## config.mk

```make
export PLATFORM = sky130hd
export DESIGN_NAME = spad_fifo_ctrl
export DESIGN_NICKNAME = d
export VERILOG_FILES = /design/src/rtl/spad_fifo_ctrl.sv
export SDC_FILE = /design/constraint.sdc
export NUM_CORES = 1
export LEC_CHECK = 0
export BUFFER_PORTS_ARGS = -buffer_cell sky130_fd_sc_hd__buf_2
export CAP_MARGIN = 25
export CORE_ASPECT_RATIO = 0.8
export CORE_UTILIZATION = 50
export DETAILED_ROUTE_END_ITERATION = 10
export MAX_ROUTING_LAYER = met4
export PLACE_DENSITY = 0.74
export SLEW_MARGIN = 25
export SYNTH_ARGS = -nofsm -noshare
export SYNTH_HDL_FRONTEND = slang
export SYNTH_SLANG_ARGS = --single-unit
```

## constraint.sdc

```tcl
create_clock -name clk -period 2.85 [get_ports clk]
set_input_delay 0.57 -clock clk [delete_from_list [all_inputs] [get_ports clk]]
set_output_delay 0.57 -clock clk [all_outputs]
set_load 0.02 [all_outputs]
```

## src/rtl/spad_fifo_ctrl.sv

```systemverilog
// -----------------------------------------------------------------------------
// spad_fifo_ctrl
//
// Purpose:
//   Pointer and occupancy controller that runs a single-port-write /
//   single-port-read PE scratchpad as a circular FIFO (ifmap or psum staging).
//   The producer side uses a valid/ready handshake. The consumer side uses a
//   request/grant handshake with a registered data-valid strobe, which matches
//   the scratchpad's 1-cycle read latency. All state updates on the falling
//   edge of clk.
//
// Optional feature:
//   SPAD_FIFO_WATERMARK_EN  - when defined, adds the registered almost_full
//                             output, which is set when occupancy >= WM_LEVEL.
//
// Parameters:
//   DEPTH     number of scratchpad entries (>= 2, any integer)
//   AW        scratchpad address width
//   CW        occupancy counter width
//   WM_LEVEL  almost-full threshold (used only with the watermark feature)
//
// Ports:
//   clk            clock (falling-edge active)
//   reset          asynchronous, active-high reset
//   flush          synchronous clear of pointers, count and pending read
//   wr_valid       producer has a word to write
//   wr_ready       controller can accept a write (= !full)
//   rd_req         consumer requests one word
//   rd_gnt         read granted this cycle
//   rd_data_valid  scratchpad read data valid, 1 cycle after rd_gnt
//   spad_we        scratchpad write enable
//   spad_waddr     scratchpad write address (write pointer)
//   spad_re        scratchpad read enable (= rd_gnt)
//   spad_raddr     scratchpad read address (read pointer)
//   count          current occupancy, 0..DEPTH
//   full           count == DEPTH
//   empty          count == 0
//   almost_full    watermark flag (only with SPAD_FIFO_WATERMARK_EN)
// -----------------------------------------------------------------------------
module spad_fifo_ctrl #(
    parameter int DEPTH    = 12,
    parameter int AW       = $clog2(DEPTH),
    parameter int CW       = $clog2(DEPTH + 1),
    parameter int WM_LEVEL = DEPTH - 2
) (
    input  logic          clk,
    input  logic          reset,
    input  logic          flush,
    input  logic          wr_valid,
    output logic          wr_ready,
    input  logic          rd_req,
    output logic          rd_gnt,
    output logic          rd_data_valid,
    output logic          spad_we,
    output logic [AW-1:0] spad_waddr,
    output logic          spad_re,
    output logic [AW-1:0] spad_raddr,
    output logic [CW-1:0] count,
    output logic          full,
    output logic          empty
`ifdef SPAD_FIFO_WATERMARK_EN
    ,
    output logic          almost_full
`endif
);

    // -------------------------------------------------------------------------
    // Elaboration-time parameter sanity
    // -------------------------------------------------------------------------
    if (DEPTH < 2 || WM_LEVEL < 0 || WM_LEVEL > DEPTH) begin : g_bad_param
        $error("spad_fifo_ctrl: DEPTH must be >= 2 and WM_LEVEL in 0..DEPTH");
    end

    localparam logic [AW-1:0] PTR_LAST  = AW'(DEPTH - 1);
    localparam logic [CW-1:0] CNT_DEPTH = CW'(DEPTH);

    // -------------------------------------------------------------------------
    // State
    // -------------------------------------------------------------------------
    logic [AW-1:0] wptr;
    logic [AW-1:0] rptr;
    logic [CW-1:0] cnt;
    logic          rd_dv;

    logic [AW-1:0] wptr_nxt;
    logic [AW-1:0] rptr_nxt;
    logic [CW-1:0] cnt_nxt;

    // -------------------------------------------------------------------------
    // Status and handshake decode
    //
    // wr_ready depends only on the count register and rd_gnt only on the
    // count register, rd_req and flush, so there is no path from rd_req to
    // wr_ready or from wr_valid to rd_gnt. In particular a full FIFO refuses
    // writes even when a read is granted in the same cycle, and an empty FIFO
    // never grants on the strength of a same-cycle write.
    // -------------------------------------------------------------------------
    always_comb begin
        full     = (cnt == CNT_DEPTH);
        empty    = (cnt == '0);
        wr_ready = !full;
        spad_we  = wr_valid & !full & !flush;
        rd_gnt   = rd_req & !empty & !flush;
        spad_re  = rd_gnt;
    end

    assign spad_waddr    = wptr;
    assign spad_raddr    = rptr;
    assign count         = cnt;
    assign rd_data_valid = rd_dv;

    // -------------------------------------------------------------------------
    // Next-state computation
    //
    // Pointers wrap explicitly at DEPTH-1 because DEPTH need not be a power
    // of two. Flush overrides any traffic and returns everything to zero.
    // -------------------------------------------------------------------------
    always_comb begin
        wptr_nxt = wptr;
        rptr_nxt = rptr;
        cnt_nxt  = cnt;

        if (flush) begin
            wptr_nxt = '0;
            rptr_nxt = '0;
            cnt_nxt  = '0;
        end else begin
            if (spad_we) begin
                wptr_nxt = (wptr == PTR_LAST) ? '0 : wptr + AW'(1);
            end
            if (rd_gnt) begin
                rptr_nxt = (rptr == PTR_LAST) ? '0 : rptr + AW'(1);
            end
            case ({spad_we, rd_gnt})
                2'b10:   cnt_nxt = cnt + CW'(1);
                2'b01:   cnt_nxt = cnt - CW'(1);
                default: cnt_nxt = cnt;
            endcase
        end
    end

    // -------------------------------------------------------------------------
    // State registers
    //
    // rd_dv is a plain registered copy of rd_gnt. Because a flush forces
    // rd_gnt low, a grant issued the cycle before a flush still produces its
    // valid pulse during the flush cycle, and the flush edge then clears it.
    // -------------------------------------------------------------------------
    always_ff @(negedge clk or posedge reset) begin
        if (reset) begin
            wptr  <= '0;
            rptr  <= '0;
            cnt   <= '0;
            rd_dv <= 1'b0;
        end else begin
            wptr  <= wptr_nxt;
            rptr  <= rptr_nxt;
            cnt   <= cnt_nxt;
            rd_dv <= rd_gnt;
        end
    end

`ifdef SPAD_FIFO_WATERMARK_EN
    // -------------------------------------------------------------------------
    // Almost-full watermark, registered from the next count so it lines up
    // with the count register rather than lagging it by a cycle.
    // -------------------------------------------------------------------------
    localparam logic [CW-1:0] CNT_WM = CW'(WM_LEVEL);

    always_ff @(negedge clk or posedge reset) begin
        if (reset) begin
            almost_full <= 1'b0;
        end else if (flush) begin
            almost_full <= 1'b0;
        end else begin
            almost_full <= (cnt_nxt >= CNT_WM);
        end
    end
`endif

    // -------------------------------------------------------------------------
    // Simulation checks: occupancy stays within 0..DEPTH and agrees with the
    // pointer distance (full is the one case where the pointers coincide with
    // a non-zero count).
    // -------------------------------------------------------------------------
    a_count_max: assert property (@(negedge clk) disable iff (reset)
        cnt <= CNT_DEPTH);

    a_no_underflow: assert property (@(negedge clk) disable iff (reset)
        !(empty && spad_re));

    a_no_overflow: assert property (@(negedge clk) disable iff (reset)
        !(full && spad_we));

    a_ptr_invariant: assert property (@(negedge clk) disable iff (reset)
        (full && (wptr == rptr)) ||
        (!full && (int'(cnt) == ((int'(wptr) - int'(rptr) + DEPTH) % DEPTH))));

endmodule

```

==> key figures, run 1 <==
Run status
  • Status: did not finish
  • Last stage: global routing (5_1_grt)
  • Err: [ERROR DPL-0038] Utilization greater than 100%, impossible to legalize

Logic synthesis
  • Mapped Area: 828.3 sq um
  • Syn nets: 99
  • Unique cell type count in the Yosys netlist: 28
  • Synth Register Bits: 13
  • Seq/Total Area, Yosys: 39.27%
  • Synth Instances: 89
  • Mean post-synth cell area: 9.307 sq um
  • Synth warnings: 0

CTS
  • Maximum root-to-sink buffer count: 2
  • H-tree levels: 1
  • CTS Buf Count: 3
  • Clock tree root buffer cell: clkbuf_4
  • Num Clock Sinks: 13
  • Cts hold-fix bufs: 0

Placement
  • Port Buffers: 23
  • Final HPWL DP: 1744 microns
  • DP Area: 0.001099 sq mm
  • Routability cong.: 0.8363
  • Placed cell count: 145

Global route
  • Pin count of the biggest net entering global routing: 20

Floorplanning
  • Std cell rows: 12
  • Initial Util: 56.29%
  • Chip Height: 38.41 microns
  • Die span in x: 47.51 microns
  • Num ports: 24

Timing
  • Worst endpoint after global-route timing repair: spad_re
  • Worst ep type: output port
-- through the flow --
| stage | worst slack [ns] | hold slack, ns | util (%) |
|---|---|---|---|
| 3_3_place_gp | -0.5640 | 0.5320 | 74.66 |
| 3_5_place_dp | -0.6645 | 0.5552 | 74.66 |
| 4_1_cts | -0.5883 | 0.6041 | 95.24 |
| 2_1_floorplan | -0.7185 | 0.5943 | - |
-- cell families after synthesis --
family / synth area share, %
simple gates: 22.21
compound gates: 15.71
flops: 39.27
buf+inv: 3.626
mux: 7.553
fa+ha+maj: 8.460
xor+xnor: 3.173
-- cell usage after synthesis --
library cell / n / area share (%)
dfrtn_1: 13 / 39
nor2_1: 13 / 5.9
nand2_1: 7 / 3.2
a21oi_1: 6 / 3.6
ha_1: 4 / 6.0
inv_1: 4 / 1.8
mux2i_1: 4 / 4.8
nand2b_1: 4 / 3.0
nor3_1: 4 / 2.4
o21ai_0: 4 / 2.4
nand3_1: 3 / 1.8
nor2b_1: 3 / 2.3
and2_1: 2 / 1.5
clkbuf_1: 2 / 0.91
mux2_2: 2 / 2.7
xnor2_1: 2 / 2.1
a211oi_1: 1 / 0.91
a311oi_1: 1 / 1.1
a31oi_1: 1 / 0.76
buf_4: 1 / 0.91
fa_1: 1 / 2.4
nand4bb_1: 1 / 1.4
nor4_1: 1 / 0.76
o211a_1: 1 / 1.2
o311ai_0: 1 / 1.1
o41a_1: 1 / 1.4
o41ai_4: 1 / 3.3
xor2_1: 1 / 1.1
-- timing repair --
| action | 4_1_cts |
|---|---|
| pin swaps | 9 |
| gates resized for setup | 39 |
| setup buffers | 16 |
| setup endpoints to repair | 22 |
==> run 2: changes to the inputs <==
--- a/config.mk
+++ b/config.mk
@@ -7,11 +7,10 @@
 export LEC_CHECK = 0
 export BUFFER_PORTS_ARGS = -buffer_cell sky130_fd_sc_hd__buf_2
 export CAP_MARGIN = 25
-export CORE_ASPECT_RATIO = 0.8
-export CORE_UTILIZATION = 50
+export CORE_AREA = 2 2 63 65
 export DETAILED_ROUTE_END_ITERATION = 10
-export MAX_ROUTING_LAYER = met4
-export PLACE_DENSITY = 0.74
+export DIE_AREA = 0 0 65 67
+export PLACE_DENSITY_LB_ADDON = 0.15
 export SLEW_MARGIN = 25
 export SYNTH_ARGS = -nofsm -noshare
 export SYNTH_HDL_FRONTEND = slang
==> run 2 against run 1 <==
Compared with the run above:
- the flow now finishes, with violations (setup timing)
- area after synthesis is the same
- synthesized cell count is the same
==> key figures, run 2 <==
Setup path
  • Worst setup EP type: output port
  • Crit Path Max Fanout: 3
  • WS Path Type: flip-flop to output port
  • Startpoint types: flip-flop
  • Worst Path Arrival: 2.86 ns
  • Required @ worst endpoint: 2.28 ns

Floorplanning
  • Core area: 0.003606 sq mm
  • Die area: 0.004355 sq mm
  • Num ports: 24 (unchanged)
  • Chip Height: 67 microns (+74%)
  • Initial Util: 22.97% (-33 points)
  • Std cell rows: 22 (+10)
  • Die span in x: 65 microns (+37%)

Detailed routing
  • Vias/cell: 4.489
  • DR WL/cell: 12.73 microns
  • Drt initial violations: 10
  • First-pass iteration count of the detailed router: 4
  • Final WL: 2418 microns
  • Vias: 853
  • DRC: 0
  • Post-DRT Antenna Nets: 0

CTS
  • Worst-skew pair later-pin latency: 0.26 ns
  • H-tree levels: 1 (unchanged)
  • Num Clock Sinks: 13 (unchanged)
  • Clock tree root buffer cell: clkbuf_8
  • CTS tree: yes
  • CTS Buf Count: 3 (unchanged)
  • Clk slew on worst S/H paths: 0.04 ns
  • Maximum root-to-sink buffer count: 2 (unchanged)

Placement
  • DP Area: 0.001147 sq mm (+4.4%)
  • Routability cong.: 0.8072 (-3.5%)
  • Port Buffers: 23 (unchanged)
  • Final HPWL DP: 1681 microns (-3.6%)

Layout
  • Final instance area: 0.001433 sq mm
  • Nets: 153
  • Most common cell after layout, fill and taps aside: buf_4
  • Register area: 325.3 sq um
  • P&R area growth vs syn: 72.96%
  • Commonest cells after routing, fill and taps aside: buf_4 (35), dfrtn_1 (13), nor2_1 (11)
  • Layout cells sized above 1: 50.00%
  • Antenna Cells: 0
  • # fillers: 372
  • Area of the multi-input gates: 556.8 sq um

Pwr
  • Internal: 0.7080 mW
  • Power share of the combinational group: 62.3%
  • Sequential share of power: 23.0%
  • Sw frac: 38.91%
  • Sw power: 0.4510 mW
  • Design Power: 1.159 mW
  • Pleak: 0.7003 nW
  • P per Cell Area: 809.0 mW/mm^2
  • Worst IR Drop VDD: 308.9 uV
  • Clock share of power: 14.7%

Timing
  • # setup viols final: 13
  • Final WS setup: -0.5817 ns
  • Max Clock Skew: 0.0006781 ns
  • Actual slew at the worst max-slew pin: 0.3378 ns
  • Max-slew violation count: 0
  • Slew HR: 77.40%
  • Final hold vios: 0
  • Unrepaired setup endpoints after global routing: true

Run status
  • Failing checks: setup timing
  • Status: complete, but fails checks

Global route
  • Busiest grt layer: met2
  • Vias in the first global route: 884
  • Gr usage total: 12.32%
  • Met3 Track Usage GR: 3.041%
  • First-pass GRT wire length: 4077 microns
  • Pin count of the biggest net entering global routing: 20
  • Total grt overflow: 0
  • Met1 usage: 15.20%
  • Initial antenna violation count: 0
  • M2 GR Usage: 22.16%

Logic synthesis
  • Synth warnings: 0 (unchanged)
  • Top post-synthesis cells by count: dfrtn_1 (13), nor2_1 (13), nand2_1 (7)
  • Synth Register Bits: 13 (unchanged)
  • Mapped Area: 828.3 sq um (unchanged)
  • Async set-reset flop share out of synthesis: 100.0% (unchanged)
  • Commonest register cell after synthesis: dfrtn_1
  • Mean post-synth cell area: 9.307 sq um (unchanged)
  • Unique cell type count in the Yosys netlist: 28 (unchanged)
  • Synth Instances: 89 (unchanged)
  • Synth area leaders: dfrtn_1 (39%), ha_1 (6.0%), nor2_1 (5.9%), mux2i_1 (4.8%), a21oi_1 (3.6%)
  • Area leader, netlist: dfrtn_1
  • Top-area cell type share of the netlist area: 39.27% (unchanged)
  • Seq/Total Area, Yosys: 39.27% (unchanged)
  • Number of synthesized flops with an enable pin: 0 (unchanged)
  • Syn nets: 99 (unchanged)

Worst hold path
  • Min-delay worst type: flip-flop to flip-flop

Flow run
  • Max-cap viol count: 0
## run 2: cell counts after synthesis
Identical to the previous run, type by type.
## run 2: timing repair
item	4_1_cts	5_1_grt
setup endpoints to repair	21	18
buffers inserted	12	2
pin swaps	6	5
hold buffers	0	0
resized for setup	30	12
## run 2: metrics by stage
| step | instances | worst slack (ns) | utilization [%] | setup TNS, ns | hold slack [ns] |
|---|---|---|---|---|---|
| after floorplan | 89 | -0.7185 | - | -4.353 | 0.5943 |
| final | 190 | -0.5817 | 39.73 | -4.790 | 0.5858 |
| after global placement | 174 | -0.5789 | 31.82 | -3.407 | 0.5446 |
| after CTS | 189 | -0.6120 | 38.24 | -4.873 | 0.5869 |
| after global routing | 190 | -0.6399 | 39.73 | -5.515 | 0.6547 |
| after detailed placement | 174 | -0.6293 | 31.82 | -3.624 | 0.5565 |
## run 2: worst paths after layout
check | from | endpoint | slack [ns] | cells after the start
worst max register to register | count[3]$_DFFE_NP0P_ | count[3]$_DFFE_NP0P_ | 0.62 | 9
worst min register to register | spad_waddr[0]$_DFFE_NP0P_ | spad_waddr[0]$_DFFE_NP0P_ | 0.59 | 3
max in group asynchronous | reset | count[3]$_DFFE_NP0P_ | 1.04 | 3
worst max-delay path | count[3]$_DFFE_NP0P_ | rd_gnt | -0.58 | 4
min in group asynchronous | reset | rd_data_valid$_DFF_NP0_ | 1.61 | 3
worst min-delay path | spad_waddr[0]$_DFFE_NP0P_ | spad_waddr[0]$_DFFE_NP0P_ | 0.59 | 3
## run 2: cells by family after synthesis
family / share of synthesized area (%)
AOI/OAI and AO/OA: 15.71
xor gates and xnor gates: 3.173
adders and majority gates: 8.460
buffers and inverters: 3.626
DFF: 39.27
muxes: 7.553
and+or+nand+nor: 22.21
## run 2: worst max-delay path, cell delays in order, from the launching register on
cell and delay [ns]:
dfrtn_1 0.40, o41ai_4 0.45, nor2_4 0.07, buf_6 0.13, buf_6 0.12
## run 2: cell type report
class,instances,area share [%]
multi-input cells,69,38.86
clock buffers,4,3.144
well taps,48,4.192
repair buffers,52,30.04
inverters,4,1.048
flip-flops and latches,13,22.71
## run 2: per-layer routing
layer | vias to the layer above | routed length (microns)
li1 | 418 | -
met1 | 418 | 1032
met2 | 15 | 1292
met3 | 2 | 83
met4 | 0 | 10
met5 | - | 0
## run 2: power by group through the flow
stage                     registers [mW]  logic (mW)  clock network, mW
final                              0.267       0.722              0.171
after floorplan                    0.344       0.255                  0
after global routing               0.271       0.787              0.186
after global placement             0.275       0.533                  0
after detailed placement           0.277       0.540                  0
after CTS                          0.266       0.680              0.177
Power figures use the tool's default switching activity.
==> run 3: changes to the inputs <==
--- a/config.mk
+++ b/config.mk
@@ -10,6 +10,7 @@
 export CORE_AREA = 2 2 63 65
 export DETAILED_ROUTE_END_ITERATION = 10
 export DIE_AREA = 0 0 65 67
+export GPL_ROUTABILITY_DRIVEN = 0
 export PLACE_DENSITY_LB_ADDON = 0.15
 export SLEW_MARGIN = 25
 export SYNTH_ARGS = -nofsm -noshare
==> constraint.sdc (replaced) <==
create_clock -name clk -period 2.85 [get_ports clk]
set_input_delay 0.285 -clock clk [delete_from_list [all_inputs] [get_ports clk]]
set_output_delay 0.285 -clock clk [all_outputs]
set_load 0.02 [all_outputs]
==> run 3 against run 2 <==
Compared with the run above:
- the flow still finishes with violations (setup timing)
- flip-flop and latch count did not move
- clock skew rose by 0.0039 ns
- sequential power rose by 3%
- global-route usage fell by 0.63 points
==> key figures, run 3 (same netlist as run 2, synthesis figures left out) <==
Setup path
  • CP startpoint: count[0]$_DFFE_NP0P_
  • Register-to-Register Path Depth: 9 (unchanged)
  • R2R Setup Slk: 0.65 ns (+0.03 ns)
  • Reg2reg end: count[3]$_DFFE_NP0P_
  • Startpoint types: flip-flop
  • Reg-to-Reg Start: count[0]$_DFFE_NP0P_
  • Setup crit end: spad_re
  • Worst Path Arrival: 2.85 ns (about the same)
  • WS Path Type: flip-flop to output port
  • Required @ worst endpoint: 2.57 ns (+0.29 ns)
  • Worst setup EP type: output port
  • Crit Path Max Fanout: 3 (unchanged)

CTS
  • Maximum root-to-sink buffer count: 2 (unchanged)
  • CTS tree: yes
  • Worst-skew pair later-pin latency: 0.26 ns (about the same)
  • Num Clock Sinks: 13 (unchanged)
  • Clk slew on worst S/H paths: 0.04 ns (about the same)
  • CTS Buf Count: 3 (unchanged)
  • Clock tree root buffer cell: clkbuf_8
  • Cts hold-fix bufs: 0 (unchanged)
  • H-tree levels: 1 (unchanged)

Timing
  • # setup viols final: 10 (-3)
  • Actual slew at the worst max-slew pin: 0.5590 ns (+0.2212 ns)
  • Max-slew violation count: 0 (unchanged)
  • Unrepaired setup endpoints after global routing: true
  • Worst Hold Slack: 0.5425 ns (-0.04331 ns)
  • Final hold vios: 0 (unchanged)
  • Slew HR: 62.69% (-15 points)
  • Max Clock Skew: 0.004528 ns (+0.003850 ns)
  • Final WS setup: -0.2828 ns (+0.2989 ns)

Layout
  • P&R area growth vs syn: 65.41%
  • Final instance area: 0.001370 sq mm (-4.4%)
  • Most common cell after layout, fill and taps aside: buf_4
  • Area of the multi-input gates: 549.3 sq um (-1.3%)
  • # fillers: 373 (+0.27%)
  • Antenna Cells: 0 (unchanged)
  • Nets: 150 (-2.0%)
  • Register area: 325.3 sq um (unchanged)
  • Layout cells sized above 1: 48.20% (-1.8 points)
  • Commonest cells after routing, fill and taps aside: buf_4 (23), buf_2 (15), dfrtn_1 (13)

Detailed routing
  • Met2 wire length: 1148 microns (-11%)
  • Post-DRT Antenna Nets: 0 (unchanged)
  • Vias: 807 (-5.4%)
  • Drt initial violations: 32 (+22)
  • DRC: 0 (unchanged)
  • Metal-1 WL: 1054 microns (+2.1%)
  • Vias/cell: 4.316 (-3.9%)
  • First-pass iteration count of the detailed router: 2 (-2)
  • Top layer reached by signal wires: met3
  • WL met3: 101 microns (+22%)
  • DR WL/cell: 12.32 microns (-3.2%)
  • Final WL: 2304 microns (-4.7%)

Global route
  • First-pass GRT wire length: 3884 microns (-4.7%)
  • Total grt overflow: 0 (unchanged)
  • Pin count of the biggest net entering global routing: 20 (unchanged)
  • Initial antenna violation count: 0 (unchanged)
  • Gr usage total: 11.69% (-0.63 points)
  • Vias in the first global route: 834 (-5.7%)

Pwr
  • Worst IR Drop VDD: 385.4 uV (+25%)
  • Internal: 0.7293 mW (+3.0%)
  • Sequential share of power: 23.2% (+0.2 points)
  • Sw power: 0.4560 mW (+1.1%)
  • Sw frac: 38.47% (-0.44 points)
  • Pleak: 0.6732 nW (-3.9%)
  • P per Cell Area: 865.1 mW/mm^2 (+6.9%)
  • Clock share of power: 14.2% (-0.5 points)
  • Power share of the combinational group: 62.5% (+0.2 points)

Placement
  • DP Area: 0.001147 sq mm (unchanged)
  • Final HPWL DP: 1643 microns (-2.2%)
  • Port Buffers: 23 (unchanged)

Run status
  • Status: complete, but fails checks
  • Failing checks: setup timing

Flow run
  • Max-cap viol count: 0 (unchanged)

Floorplanning
  • Die span in x: 65 microns (unchanged)
  • Std cell rows: 22 (unchanged)
  • Core area: 0.003606 sq mm (unchanged)
  • Initial Util: 22.97% (unchanged)
  • Chip Height: 67 microns (unchanged)
  • Num ports: 24 (unchanged)
  • Die area: 0.004355 sq mm (unchanged)

Worst hold path
  • Min-delay worst type: flip-flop to flip-flop
## run 3: layout make-up
type	instances	share of cell area, %
multi-input combinational	69	40.09
timing repair buffer	49	27.40
sequential	13	23.74
tap	48	4.384
clock buffer	4	3.288
inverter	4	1.096
## run 3: critical path: stages, from the launching register on
cell	delay (ns)
dfrtn_1	0.39
o41ai_4	0.45
nor2_4	0.06
buf_6	0.13
buf_6	0.12
## run 3: worst min-delay path by stage
stage | start | to | slack, ns | cells after the start
finish | spad_waddr[2]$_DFFE_NP0P_ | spad_waddr[3]$_DFFE_NP0P_ | 0.54 | 3
global route | spad_waddr[2]$_DFFE_NP0P_ | spad_waddr[3]$_DFFE_NP0P_ | 0.59 | 3
floorplan | spad_waddr[2]$_DFFE_NP0P_ | spad_waddr[3]$_DFFE_NP0P_ | 0.59 | 3
global placement | spad_waddr[0]$_DFFE_NP0P_ | spad_waddr[0]$_DFFE_NP0P_ | 0.54 | 2
detailed placement | spad_waddr[2]$_DFFE_NP0P_ | spad_waddr[3]$_DFFE_NP0P_ | 0.55 | 3
CTS | spad_waddr[2]$_DFFE_NP0P_ | spad_waddr[3]$_DFFE_NP0P_ | 0.55 | 3
## run 3: layer usage
metal,track usage (%),up-vias
met2,19.72,15
met3,3.209,0
met5,0,-
li1,-,412
met4,2.128,0
met1,15.02,380
## run 3: timing repair
action / in CTS / in global routing
endpoints found under the setup margin: 8 / 11
buffers inserted: 4 / 5
pin swaps: 6 / 4
resized for setup: 14 / 14
## run 3: power groups by stage
| stage | Clock (mW) | Combinational [mW] | Sequential, mW |
|---|---|---|---|
| after global routing | 0.182 | 0.802 | 0.281 |
| final | 0.169 | 0.741 | 0.275 |
| after detailed placement | 0 | 0.546 | 0.284 |
| after global placement | 0 | 0.546 | 0.284 |
| after floorplan | 0 | 0.255 | 0.344 |
| after CTS | 0.175 | 0.633 | 0.279 |
## run 3: per-stage QoR
step,std cells,total power [mW],TNS [ns],worst slack [ns],utilization [%]
final,187,1.185,-1.615,-0.2828,37.99
after global routing,187,1.265,-2.168,-0.3303,37.99
after CTS,182,1.087,-1.751,-0.2877,35.15
after detailed placement,174,0.8305,-0.9842,-0.3433,31.82
after global placement,174,0.8297,-0.8406,-0.2878,31.82
after floorplan,89,0.5987,-1.863,-0.4335,-
==> run 4: changes to the inputs <==
--- a/config.mk
+++ b/config.mk
@@ -12,7 +12,8 @@
 export DIE_AREA = 0 0 65 67
 export GPL_ROUTABILITY_DRIVEN = 0
 export PLACE_DENSITY_LB_ADDON = 0.15
-export SLEW_MARGIN = 25
+export SLEW_MARGIN = 20
 export SYNTH_ARGS = -nofsm -noshare
 export SYNTH_HDL_FRONTEND = slang
 export SYNTH_SLANG_ARGS = --single-unit
+export TNS_END_PERCENT = 10
==> run 4 against run 3 <==
Compared with the run above:
- the flow still finishes with violations (setup timing)
- total power shrank 11%
- largest cell class unchanged
- first-iteration DRC count shrank 69%
- utilization shrank 2.0 points
==> key figures, run 4 (same netlist as run 2, synthesis figures left out) <==
Setup path
  • Worst setup EP type: output port
  • WP buf/inv: 2 (unchanged)
  • Required @ worst endpoint: 2.57 ns (about the same)
  • Slowest CP cell: o41ai_4
  • Worst Path Arrival: 2.81 ns (-0.04 ns)
  • Most common cell on crit path: buf_6
  • WS Path Type: flip-flop to output port
  • Worst-path cell chain: o41ai_4 > nor2_4 > buf_6 > buf_6
  • R2R Setup Slk: 0.75 ns (+0.10 ns)
  • CP top delay family: compound AO/OA/AOI/OAI gates
  • Register-to-Register Path Depth: 9 (unchanged)
  • Startpoint types: flip-flop
  • Worst path max stage delay: 0.44 ns (about the same)
  • Crit Path Max Fanout: 3 (unchanged)
  • CP Depth: 4 (unchanged)

Floorplanning
  • Chip Height: 67 microns (unchanged)
  • Core area: 0.003606 sq mm (unchanged)
  • Initial Util: 22.97% (unchanged)
  • Die span in x: 65 microns (unchanged)
  • Die area: 0.004355 sq mm (unchanged)
  • Num ports: 24 (unchanged)
  • Std cell rows: 22 (unchanged)

Global route
  • Gr usage total: 10.96% (-0.74 points)
  • M2 GR Usage: 20.62% (+0.90 points)
  • Busiest grt layer: met2
  • Met1 usage: 12.19% (-2.8 points)
  • Pin count of the biggest net entering global routing: 20 (unchanged)
  • Total grt overflow: 0 (unchanged)
  • Initial antenna violation count: 0 (unchanged)
  • First-pass GRT wire length: 3539 microns (-8.9%)
  • Vias in the first global route: 771 (-7.6%)
  • Met3 Track Usage GR: 3.041% (-0.17 points)

Worst hold path
  • Min-delay worst type: flip-flop to flip-flop
  • Hold depth: 2 (-1)

Layout
  • # fillers: 381 (+2.1%)
  • P&R area growth vs syn: 56.80%
  • Non-Filler Instances: 184 (-1.6%)
  • Register area: 325.3 sq um (unchanged)
  • Layout cells sized above 1: 44.85% (-3.3 points)
  • Area of the multi-input gates: 515.5 sq um (-6.2%)
  • Commonest cells after routing, fill and taps aside: buf_4 (23), buf_2 (15), dfrtn_1 (13)
  • Antenna Cells: 0 (unchanged)
  • Final instance area: 0.001299 sq mm (-5.2%)
  • Most common cell after layout, fill and taps aside: buf_4
  • Nets: 147 (-2.0%)

Timing
  • Max Clock Skew: 0.0005063 ns (-0.004022 ns)
  • Worst Hold Slack: 0.5403 ns (-0.002153 ns)
  • Final WS setup: -0.2489 ns (+0.03391 ns)
  • Max-slew violation count: 0 (unchanged)
  • Actual slew at the worst max-slew pin: 0.5525 ns (-0.006466 ns)
  • Slew HR: 63.13% (+0.43 points)
  • Final hold vios: 0 (unchanged)
  • Unrepaired setup endpoints after global routing: true
  • # setup viols final: 8 (-2)

Run status
  • Status: complete, but fails checks
  • Failing checks: setup timing

Detailed routing
  • Drt initial violations: 10 (-69%)
  • Post-DRT Antenna Nets: 0 (unchanged)
  • Final WL: 2280 microns (-1.0%)
  • First-pass iteration count of the detailed router: 4 (+2)
  • Vias/cell: 4.516 (+4.7%)
  • Vias: 831 (+3.0%)
  • DRC: 0 (unchanged)
  • DR WL/cell: 12.39 microns (+0.57%)

CTS
  • CTS tree: yes
  • CTS Buf Count: 3 (unchanged)
  • Num Clock Sinks: 13 (unchanged)
  • H-tree levels: 1 (unchanged)
  • Clk slew on worst S/H paths: 0.04 ns (about the same)
  • Clock tree root buffer cell: clkbuf_8
  • Worst-skew pair later-pin latency: 0.26 ns (about the same)
  • Maximum root-to-sink buffer count: 2 (unchanged)

Placement
  • Placed cell count: 173 (-0.57%)
  • Dpl ws: -0.3378 ns (+0.005466 ns)
  • Port Buffers: 23 (unchanged)
  • Final HPWL DP: 1710 microns (+4.0%)
  • DP Area: 0.001135 sq mm (-1.1%)

Flow run
  • Max-cap viol count: 0 (unchanged)

Pwr
  • Worst IR Drop VDD: 316.5 uV (-18%)
  • P per Cell Area: 816.5 mW/mm^2 (-5.6%)
  • Pleak: 0.6476 nW (-3.8%)
-- run 4: changes by cell type in the layout (fill, tap and decap cells not counted), sizes merged --
cell / change
buf: -3
-- run 4: where the power goes --
part | total (mW) | leakage [nW] | internal [mW] | switching (mW)
Combinational | 0.624 | 0.448 | 0.319 | 0.305
Clock | 0.165 | 0.0228 | 0.0987 | 0.0666
Sequential | 0.271 | 0.177 | 0.226 | 0.0453
Total | 1.06 | 0.648 | 0.644 | 0.417
-- run 4: worst paths after layout --
kind,start,to
worst min register to register,spad_waddr[0]$_DFFE_NP0P_,spad_waddr[0]$_DFFE_NP0P_
worst max register to register,count[1]$_DFFE_NP0P_,count[3]$_DFFE_NP0P_
max in group asynchronous,reset,count[3]$_DFFE_NP0P_
worst max-delay path,count[3]$_DFFE_NP0P_,spad_re
worst min-delay path,spad_waddr[0]$_DFFE_NP0P_,spad_waddr[0]$_DFFE_NP0P_
min in group asynchronous,reset,rd_data_valid$_DFF_NP0_
-- run 4: what timing repair did --
item                       CTS  global route
setup endpoints to repair    9            12
hold buffers                 0             0
setup buffers                7             1
gates resized for setup     16             5
pin swaps                    5             1
-- run 4: layout make-up --
cell class,instances,area share (%)
well taps,48,4.624
inverters,4,1.156
repair buffers,46,26.01
clock buffers,4,3.468
multi-input cells,69,39.69
flip-flops and latches,13,25.05
-- run 4: layer usage --
| metal | vias to the layer above | wire length, microns |
|---|---|---|
| met3 | 2 | 75 |
| met1 | 411 | 976 |
| met2 | 14 | 1214 |
| met4 | 0 | 13 |
| li1 | 404 | - |
| met5 | - | 0 |
-- run 4: stage by stage --
stage                     utilization [%]  setup TNS, ns  power [mW]
after CTS                           35.29         -1.644       1.039
final                               36.02         -1.417       1.060
after global routing                36.02         -2.005       1.136
after global placement              31.47        -0.9164      0.7949
after floorplan                         -         -2.175      0.5944
after detailed placement            31.47         -1.052      0.8033
-- run 4: worst register-to-register path: stages (launching register included) --
cell and delay, ns:
dfrtn_1 0.49, nand4bb_1 0.19, nand2_2 0.09, buf_4 0.13, and2_4 0.17, ha_4 0.23, a21oi_2 0.17, o211a_1 0.18
mux2i_1 0.18, o311ai_1 0.11
